--- config.mk ---
export PLATFORM = sky130hd
export DESIGN_NAME = reg_dump_reader
export DESIGN_NICKNAME = d
export VERILOG_FILES = /design/src/rtl/pipe_pkg.sv /design/src/rtl/reg_dump_reader.sv
export SDC_FILE = /design/constraint.sdc
export NUM_CORES = 1
export LEC_CHECK = 0
export BUFFER_PORTS_ARGS = -buffer_cell sky130_fd_sc_hd__clkbuf_2
export CORE_AREA = 2 2 85 87
export CTS_CLUSTER_SIZE = 12
export DETAILED_ROUTE_END_ITERATION = 7
export DIE_AREA = 0 0 87 89
export GPL_TIMING_DRIVEN = 0
export PLACE_DENSITY = 0.77
export SYNTH_ARGS = -nofsm -noshare
export SYNTH_HDL_FRONTEND = slang
export SYNTH_SLANG_ARGS = --single-unit
--- constraint.sdc ---
create_clock -name clk -period 1.9 [get_ports clk]
set_input_delay 0.19 -clock clk [delete_from_list [all_inputs] [get_ports clk]]
set_output_delay 0.19 -clock clk [all_outputs]
set_load 0.01 [all_outputs]
--- src/rtl/pipe_pkg.sv ---
// -----------------------------------------------------------------------------
// pipe_pkg
// Types and constants shared between the pipeline register file and the
// blocks that read it.
//   DEF_DATA_WIDTH / DEF_ADDR_WIDTH : default geometry of the register file
//   NUM_REGS                        : register count for the default geometry
//   num_regs()                      : register count for any address width
//   dump_state_e                    : state encoding of the dump reader FSM
// -----------------------------------------------------------------------------
package pipe_pkg;

    localparam int DEF_DATA_WIDTH = 64;
    localparam int DEF_ADDR_WIDTH = 2;

    // The file is always fully decoded, so the register count is a power of two.
    function automatic int num_regs(input int addr_width);
        return 32'sd1 << addr_width;
    endfunction

    localparam int NUM_REGS = 2 ** DEF_ADDR_WIDTH;

    typedef enum logic [1:0] {
        IDLE   = 2'b00,
        STREAM = 2'b01,
        DONE   = 2'b10
    } dump_state_e;

endpackage

--- src/rtl/reg_dump_reader.sv ---
// -----------------------------------------------------------------------------
// reg_dump_reader
// Walks every register of the pipeline register file through its asynchronous
// read port, address 0 first, and presents each value as one beat on a
// valid/ready stream.
//
// Ports:
//   clk        in   system clock, rising edge
//   rst_n      in   synchronous active-low reset
//   start      in   begins a dump when sampled high in IDLE
//   abort      in   cancels a dump in progress (no done pulse)
//   busy       out  high while beats are being streamed
//   done       out  one-cycle pulse after the last beat is accepted
//   rf_raddr   out  register file read address (the fetch pointer)
//   rf_rdata   in   register file asynchronous read data for rf_raddr
//   out_valid  out  a beat is held in the output register
//   out_ready  in   consumer accepts the beat
//   out_data   out  register value of the held beat
//   out_addr   out  register address of the held beat
//   out_last   out  held beat is the highest register
// -----------------------------------------------------------------------------
module reg_dump_reader
    import pipe_pkg::*;
#(
    parameter int DATA_WIDTH = DEF_DATA_WIDTH,
    parameter int ADDR_WIDTH = DEF_ADDR_WIDTH
) (
    input  logic                  clk,
    input  logic                  rst_n,
    input  logic                  start,
    input  logic                  abort,
    output logic                  busy,
    output logic                  done,
    output logic [ADDR_WIDTH-1:0] rf_raddr,
    input  logic [DATA_WIDTH-1:0] rf_rdata,
    output logic                  out_valid,
    input  logic                  out_ready,
    output logic [DATA_WIDTH-1:0] out_data,
    output logic [ADDR_WIDTH-1:0] out_addr,
    output logic                  out_last
);

    localparam int                  NUM_REGS_P = num_regs(ADDR_WIDTH);
    localparam logic [ADDR_WIDTH-1:0] LAST_ADDR = ADDR_WIDTH'(NUM_REGS_P - 1);
    localparam logic [ADDR_WIDTH-1:0] PTR_ZERO  = {ADDR_WIDTH{1'b0}};
    localparam logic [ADDR_WIDTH-1:0] PTR_ONE   = ADDR_WIDTH'(1);
    localparam logic [DATA_WIDTH-1:0] DATA_ZERO = {DATA_WIDTH{1'b0}};

    dump_state_e           state_q,     state_d;
    logic [ADDR_WIDTH-1:0] fetch_ptr_q, fetch_ptr_d;
    logic                  out_valid_q, out_valid_d;
    logic [DATA_WIDTH-1:0] out_data_q,  out_data_d;
    logic [ADDR_WIDTH-1:0] out_addr_q,  out_addr_d;
    logic                  out_last_q,  out_last_d;
    logic                  busy_q,      busy_d;
    logic                  done_q,      done_d;

    logic                  xfer_s;
    logic                  load_s;

    assign xfer_s = out_valid_q & out_ready;

    // Next-state and output-register decode for the dump FSM.
    always_comb begin
        state_d     = state_q;
        fetch_ptr_d = fetch_ptr_q;
        out_valid_d = out_valid_q;
        out_data_d  = out_data_q;
        out_addr_d  = out_addr_q;
        out_last_d  = out_last_q;
        load_s      = 1'b0;

        case (state_q)
            IDLE: begin
                // Abort is meaningless here, so start always wins.
                if (start) begin
                    load_s  = 1'b1;
                    state_d = STREAM;
                end else begin
                    fetch_ptr_d = PTR_ZERO;
                end
            end

            STREAM: begin
                // Abort outranks a transfer in the same cycle; the consumer
                // still owns that beat, we just stop producing more.
                if (abort) begin
                    out_valid_d = 1'b0;
                    out_last_d  = 1'b0;
                    fetch_ptr_d = PTR_ZERO;
                    state_d     = IDLE;
                end else if (xfer_s && !out_last_q) begin
                    load_s = 1'b1;
                end else if (xfer_s && out_last_q) begin
                    out_valid_d = 1'b0;
                    out_last_d  = 1'b0;
                    fetch_ptr_d = PTR_ZERO;
                    state_d     = DONE;
                end else begin
                    state_d = STREAM;
                end
            end

            DONE: begin
                // A start seen here is dropped on purpose.
                state_d = IDLE;
            end

            default: begin
                // Illegal encoding: drop any beat and recover to IDLE.
                state_d     = IDLE;
                out_valid_d = 1'b0;
                out_last_d  = 1'b0;
                fetch_ptr_d = PTR_ZERO;
            end
        endcase

        // The read data is captured at the same edge the pointer advances, so
        // a write landing on that edge is not seen by this beat.
        if (load_s) begin
            out_data_d  = rf_rdata;
            out_addr_d  = fetch_ptr_q;
            out_last_d  = (fetch_ptr_q == LAST_ADDR);
            out_valid_d = 1'b1;
            fetch_ptr_d = fetch_ptr_q + PTR_ONE;
        end else begin
            load_s = 1'b0;
        end

        busy_d = (state_d == STREAM);
        done_d = (state_d == DONE);
    end

    // State, pointer and output registers with synchronous active-low reset.
    always_ff @(posedge clk) begin
        if (!rst_n) begin
            state_q     <= IDLE;
            fetch_ptr_q <= PTR_ZERO;
            out_valid_q <= 1'b0;
            out_data_q  <= DATA_ZERO;
            out_addr_q  <= PTR_ZERO;
            out_last_q  <= 1'b0;
            busy_q      <= 1'b0;
            done_q      <= 1'b0;
        end else begin
            state_q     <= state_d;
            fetch_ptr_q <= fetch_ptr_d;
            out_valid_q <= out_valid_d;
            out_data_q  <= out_data_d;
            out_addr_q  <= out_addr_d;
            out_last_q  <= out_last_d;
            busy_q      <= busy_d;
            done_q      <= done_d;
        end
    end

    assign rf_raddr  = fetch_ptr_q;
    assign out_valid = out_valid_q;
    assign out_data  = out_data_q;
    assign out_addr  = out_addr_q;
    assign out_last  = out_last_q;
    assign busy      = busy_q;
    assign done      = done_q;

endmodule

# [Yosys cells after proc, flatten, opt, wreduce, memory -nomap -nowiden]
# Cells that the tools add are included.
[totals] mem_bits_ro=0 latchBits=0 register_bits=74 inputBits=69 elab_cells=48 mem_bits_rw=0 n_memories=0
[classes] muxes=21 eq_ne=10 n_bitwise=1 shift=0 n_reduce_logical=7 n_addsub=1 magnitude_cmp=0 mul=0 div_mod_pow=0
[op_table] operator="two-way mux 2 bit" n=9
[op_table] operator="two-way mux 1 bit" n=8
[op_table] operator="inequality test 4 bit, second input constant" n=2
[op_table] operator="equality test 2 bit, second input constant" n=3
[op_table] operator="case mux 2 bit (3 select lines)" n=1
[op_table] operator="equality test 2 x 1 -> 1 bit, second input constant" n=2
[op_table] operator="case mux 1 bit (2 select lines)" n=2
[op_table] operator="case mux 2 bit (2 select lines)" n=1
[op_table] operator="AND reduction 4 bit" n=1
[op_table] operator="inequality test 3 bit, second input constant" n=1
[op_table] operator="AND reduction 3 bit" n=1
[op_table] operator="adder 2 x 1 -> 2 bit, second input constant" n=1
[op_table] operator="logical AND 1 bit" n=2
[op_table] operator="zero test 2 bit" n=1
[op_table] operator="inequality test 2 x 1 -> 1 bit, second input constant" n=1
[op_table] operator="inequality test 2 bit, second input constant" n=1
[op_table] operator="OR reduction 2 bit" n=1
[op_table] operator="bitwise AND 1 bit" n=1
[op_table] operator="zero test 1 bit" n=1

# [Longest topological paths before layout]
[depth] ltp_word=7 mapped_depth=6

# [Worst setup path before layout]
# Ideal clock, no wire load.
[synth_timing] path_kind="register -> register" from="reg out_last_q (netlist: out_last)" to="reg out_addr_q[1] (netlist: out_addr[1])" stages_incl_launch_ff=7 arrival_ns=1.352 path_slack_ns=0.476 setup_time_ns=0.072 synth_period_minus_slack_ns=1.424 n_path_buf=3 cell_sequence="dfxtp_1 nor4bb_4 o21a_1 buf_4 buf_12 buf_12 mux2i_1"
[synth_between] elab_chain_cells=5
[synth_lines] item="start: declaration" line_no="reg_dump_reader.sv:54" source="logic out_last_q, out_last_d;"
[synth_lines] item="start signal: assignment" line_no="reg_dump_reader.sv:151" source="out_last_q <= out_last_d;"
[synth_lines] item="zero test 1 bit" line_no="reg_dump_reader.sv:92" source="end else if (xfer_s && !out_last_q) begin"
[synth_lines] item="logical AND 1 bit" line_no="reg_dump_reader.sv:92"
[synth_lines] item="two-way mux 1 bit" line_no="reg_dump_reader.sv:92"
[synth_lines] item="two-way mux 1 bit" line_no="reg_dump_reader.sv:87" source="if (abort) begin"
[synth_lines] item="case mux 1 bit (2 select lines)" line_no="reg_dump_reader.sv:73" source="case (state_q)"
[synth_lines] item="end signal: assignment" line_no="reg_dump_reader.sv:150" source="out_addr_q <= out_addr_d;"
[synth_lines] item="end: declaration" line_no="reg_dump_reader.sv:53" source="logic [ADDR_WIDTH-1:0] out_addr_q, out_addr_d;"
# No other way between the ends.
# A chain may end at the register's enable or synchronous reset.

# [Worst setup path in the final report]
[layout_timing] from="reg out_last_q (netlist: out_last)" to="reg out_data_q[19] (netlist: out_data[19])"
[layout_between] elab_chain_cells=5
[layout_lines] item="zero test 1 bit" line_no="reg_dump_reader.sv:92"
[layout_lines] item="logical AND 1 bit" line_no="reg_dump_reader.sv:92"
[layout_lines] item="two-way mux 1 bit" line_no="reg_dump_reader.sv:92"
[layout_lines] item="two-way mux 1 bit" line_no="reg_dump_reader.sv:87"
[layout_lines] item="case mux 1 bit (2 select lines)" line_no="reg_dump_reader.sv:73"
[layout_lines] item="end signal: assignment" line_no="reg_dump_reader.sv:149" source="out_data_q <= out_data_d;"
[layout_lines] item="end: declaration" line_no="reg_dump_reader.sv:52" source="logic [DATA_WIDTH-1:0] out_data_q, out_data_d;"
# No other way between the ends.

==> flow_summary.toml <==
[route]
vias = 2647
post_drt_wl_per_cell_um = 12.2
routed_wl_mm = 6.88
drt_iter0_markers = 52
drtAntennaViolNets = 0
drc = 0
drt_pass1_iterations = 4
viasPerCell = 4.70

[logic_synthesis]
synth_warnings = 0
syn-num-nets = 398
seq_area_frac_synth_pct = 48.9
syn-instance-count = 328
synth_seq_cells = 74
mappedNetlistArea_mm2 = 0.00303
synthDistinctLibCells = 24
syn_area_per_cell_um2 = 9.24

[timing]
final-setup-viol-count = 0
rsz0062_at_grt = "no"
hold_violations = 0
worstMarginPinSlew_ns = 0.533
fin_skew_ns = 0.0103
period_share_pct = 81.5
fmax_ghz = 0.646
tns_ns = 0
period_needed_ns = 1.55
slew_viol_final = 0
relSlewSlack_pct = 64.5

[cells_and_area]
finalNonFillerCells = 563
fin_area_mm2 = 0.00408
fin_util_pct = 60.7
drive_gt1_share_pct = 34.2
diodes = 0
final_nets = 548
syn_to_final_growth_pct = 34.6

[power_and_ir_drop]
power.density_mw_per_mm2 = 960
switchingPower_uw = 969
leakagePower_nw = 2.09
p_sw_share_pct = 24.7
pwr-share-clk_pct = 38.7
combPwrFrac_pct = 16.8
p_total_mw = 3.91
peakVddDrop_uv = 474
pwr-share-seq_pct = 44.6
p_int_mw = 2.95

[placement]
io_buffers = 139
hpwl_mm = 5.09
dpl_cell_area_mm2 = 0.00382
dp.cells = 547
place_congestion = 0.816

[global_route]
grt_max_degree = 13
gr-usage-met3_pct = 5.26
grtUsageMet1_pct = 21.2
grtUsageMet2_pct = 29.4
antenna_found_initial = 0
grt_pass1_vias = 2492
gr-total-overflow = 0
grt-busiest-layer = "met2"
grt_util_all_layers_pct = 17.7
grt_pass1_wl_mm = 10.9

[worst_setup_path]
cp-end-kind = "register"
crit_type = "register to register"
critical_path_arrival_ns = 1.80
crit_fanout = 10
cp_data_required_time_ns = 2.15
crit_path_start_kind = "register"

[clock_tree]
ctsResizeCount = 0
path_clk_slew_ns = 0.08
postCtsHoldBufs = 0
clk_latency_ns = 0.33
cts_htree_levels = 3
cts_made_buffers = 9
cts_setup_buffers = 0
clk_path_buf_depth = 2
cts-root-buf = "clkbuf_8"
clock_sinks = 74
cts_tree = "built"

[die]
dieArea_mm2 = 0.00774
fp-row-count = 30
die_h_um = 89
start_util_pct = 45.1
die_w_um = 87
pin_count = 141
core-area_mm2 = 0.00672

[run_status]
outcome = "finished clean"

[hold_path]
min_path_type = "input port to register"

[flow_run]
max-cap-violations = 0
==> power groups by stage <==
stage	combinational, mW	sequential, mW	clock [mW]
2_1_floorplan	0.349	1.84	0
3_3_place_gp	0.653	1.78	0
3_5_place_dp	0.665	1.78	0
4_1_cts	0.666	1.75	1.55
5_1_grt	0.723	1.76	1.61
6_report	0.656	1.75	1.51
==> sequential cells by signal, summed over array words and instances, names as in the netlist <==
signal / flops
done: 1
busy: 1
rf_raddr: 2
out_addr: 2
out_valid: 1
out_data: 64
state_q: 2
out_last: 1
==> cell type report <==
class	instances	area, µm²
clock buffer	12	155
sequential	74	1480
inverter	3	11.3
clock inverter	4	97.6
timing repair buffer	139	696
buffer	24	184
multi-input combinational	227	1350
tap	80	100
fill	586	2640
==> worst paths after layout <==
check / cells after the start / end / start / slack (ns)
setup / recovery: 6 / out_data[19]$_SDFFE_PN0P_ / out_last$_SDFFE_PN0P_ / 0.35
hold / removal: 3 / out_data[35]$_SDFFE_PN0P_ / rf_rdata[35] / 0.08
setup reg to reg: 6 / out_data[19]$_SDFFE_PN0P_ / out_last$_SDFFE_PN0P_ / 0.35
hold reg to reg: 2 / out_data[61]$_SDFFE_PN0P_ / out_data[61]$_SDFFE_PN0P_ / 0.46
==> kinds of logic (layout without fill, tap and decap cells) <==
kind of cell / count (synthesis) / count (layout) / synth area share (%)
adder cells (fa/ha/maj): 1 / 1 / 0.413
AND/OR/NAND/NOR: 148 / 148 / 19.8
buffers and inverters: 27 / 182 / 6.44
flip-flops: 74 / 74 / 48.9
AO/OA/AOI/OAI: 12 / 12 / 2.64
multiplexers: 66 / 66 / 21.8
==> layer usage <==
metal	up-vias	routed length (µm)
li1	1364	-
met1	1173	3090
met2	100	3110
met3	10	576
met4	0	99
met5	-	0
==> synthesized netlist by cell type (all sizes together) <==
cell / n / area (µm²)
o21a: 1 / 7.51
a31oi: 1 / 6.26
nor2b: 2 / 12.5
nand2b: 1 / 6.26
and3: 5 / 31.3
o21ba: 1 / 10.0
mux2i: 66 / 661
clkbuf: 15 / 56.3
o21ai: 2 / 10.0
inv: 3 / 11.3
nor4bb: 1 / 25.0
buf: 9 / 128
nand2: 137 / 514
nor3: 1 / 5.00
o22ai: 2 / 12.5
a21oi: 2 / 10.0
o32ai: 1 / 8.76
nand3: 1 / 5.00
a22oi: 1 / 7.51
ha: 1 / 12.5
o211ai: 1 / 7.51
dfxtp: 74 / 1480
==> critical path, cell delays in order (launching register included) <==
cell	delay (ns)
dfxtp_1	0.36
nor4bb_4	0.34
o21a_1	0.15
buf_4	0.12
buf_12	0.15
buf_12	0.15
mux2i_1	0.19
==> metrics by stage <==
step | hold WS [ns] | setup slack, ns
2_1_floorplan | 0.332 | 0.476
6_report | 0.0752 | 0.351
5_1_grt | 0.0735 | 0.229
3_3_place_gp | 0.420 | 0.313
4_1_cts | 0.0581 | 0.323
3_5_place_dp | 0.426 | 0.294
==> layout by cell type (no fill, tap or decap), types with 3 or more instances in the layout <==
cell type and count:
dfxtp_1 74, nand2_1 137, clkbuf_8 11, buf_12 5, inv_1 3, and3_1 5, bufinv_16 3, clkbuf_1 16
buf_4 3, clkbuf_2 139, mux2i_1 66
(Power assumes the default switching activity.)
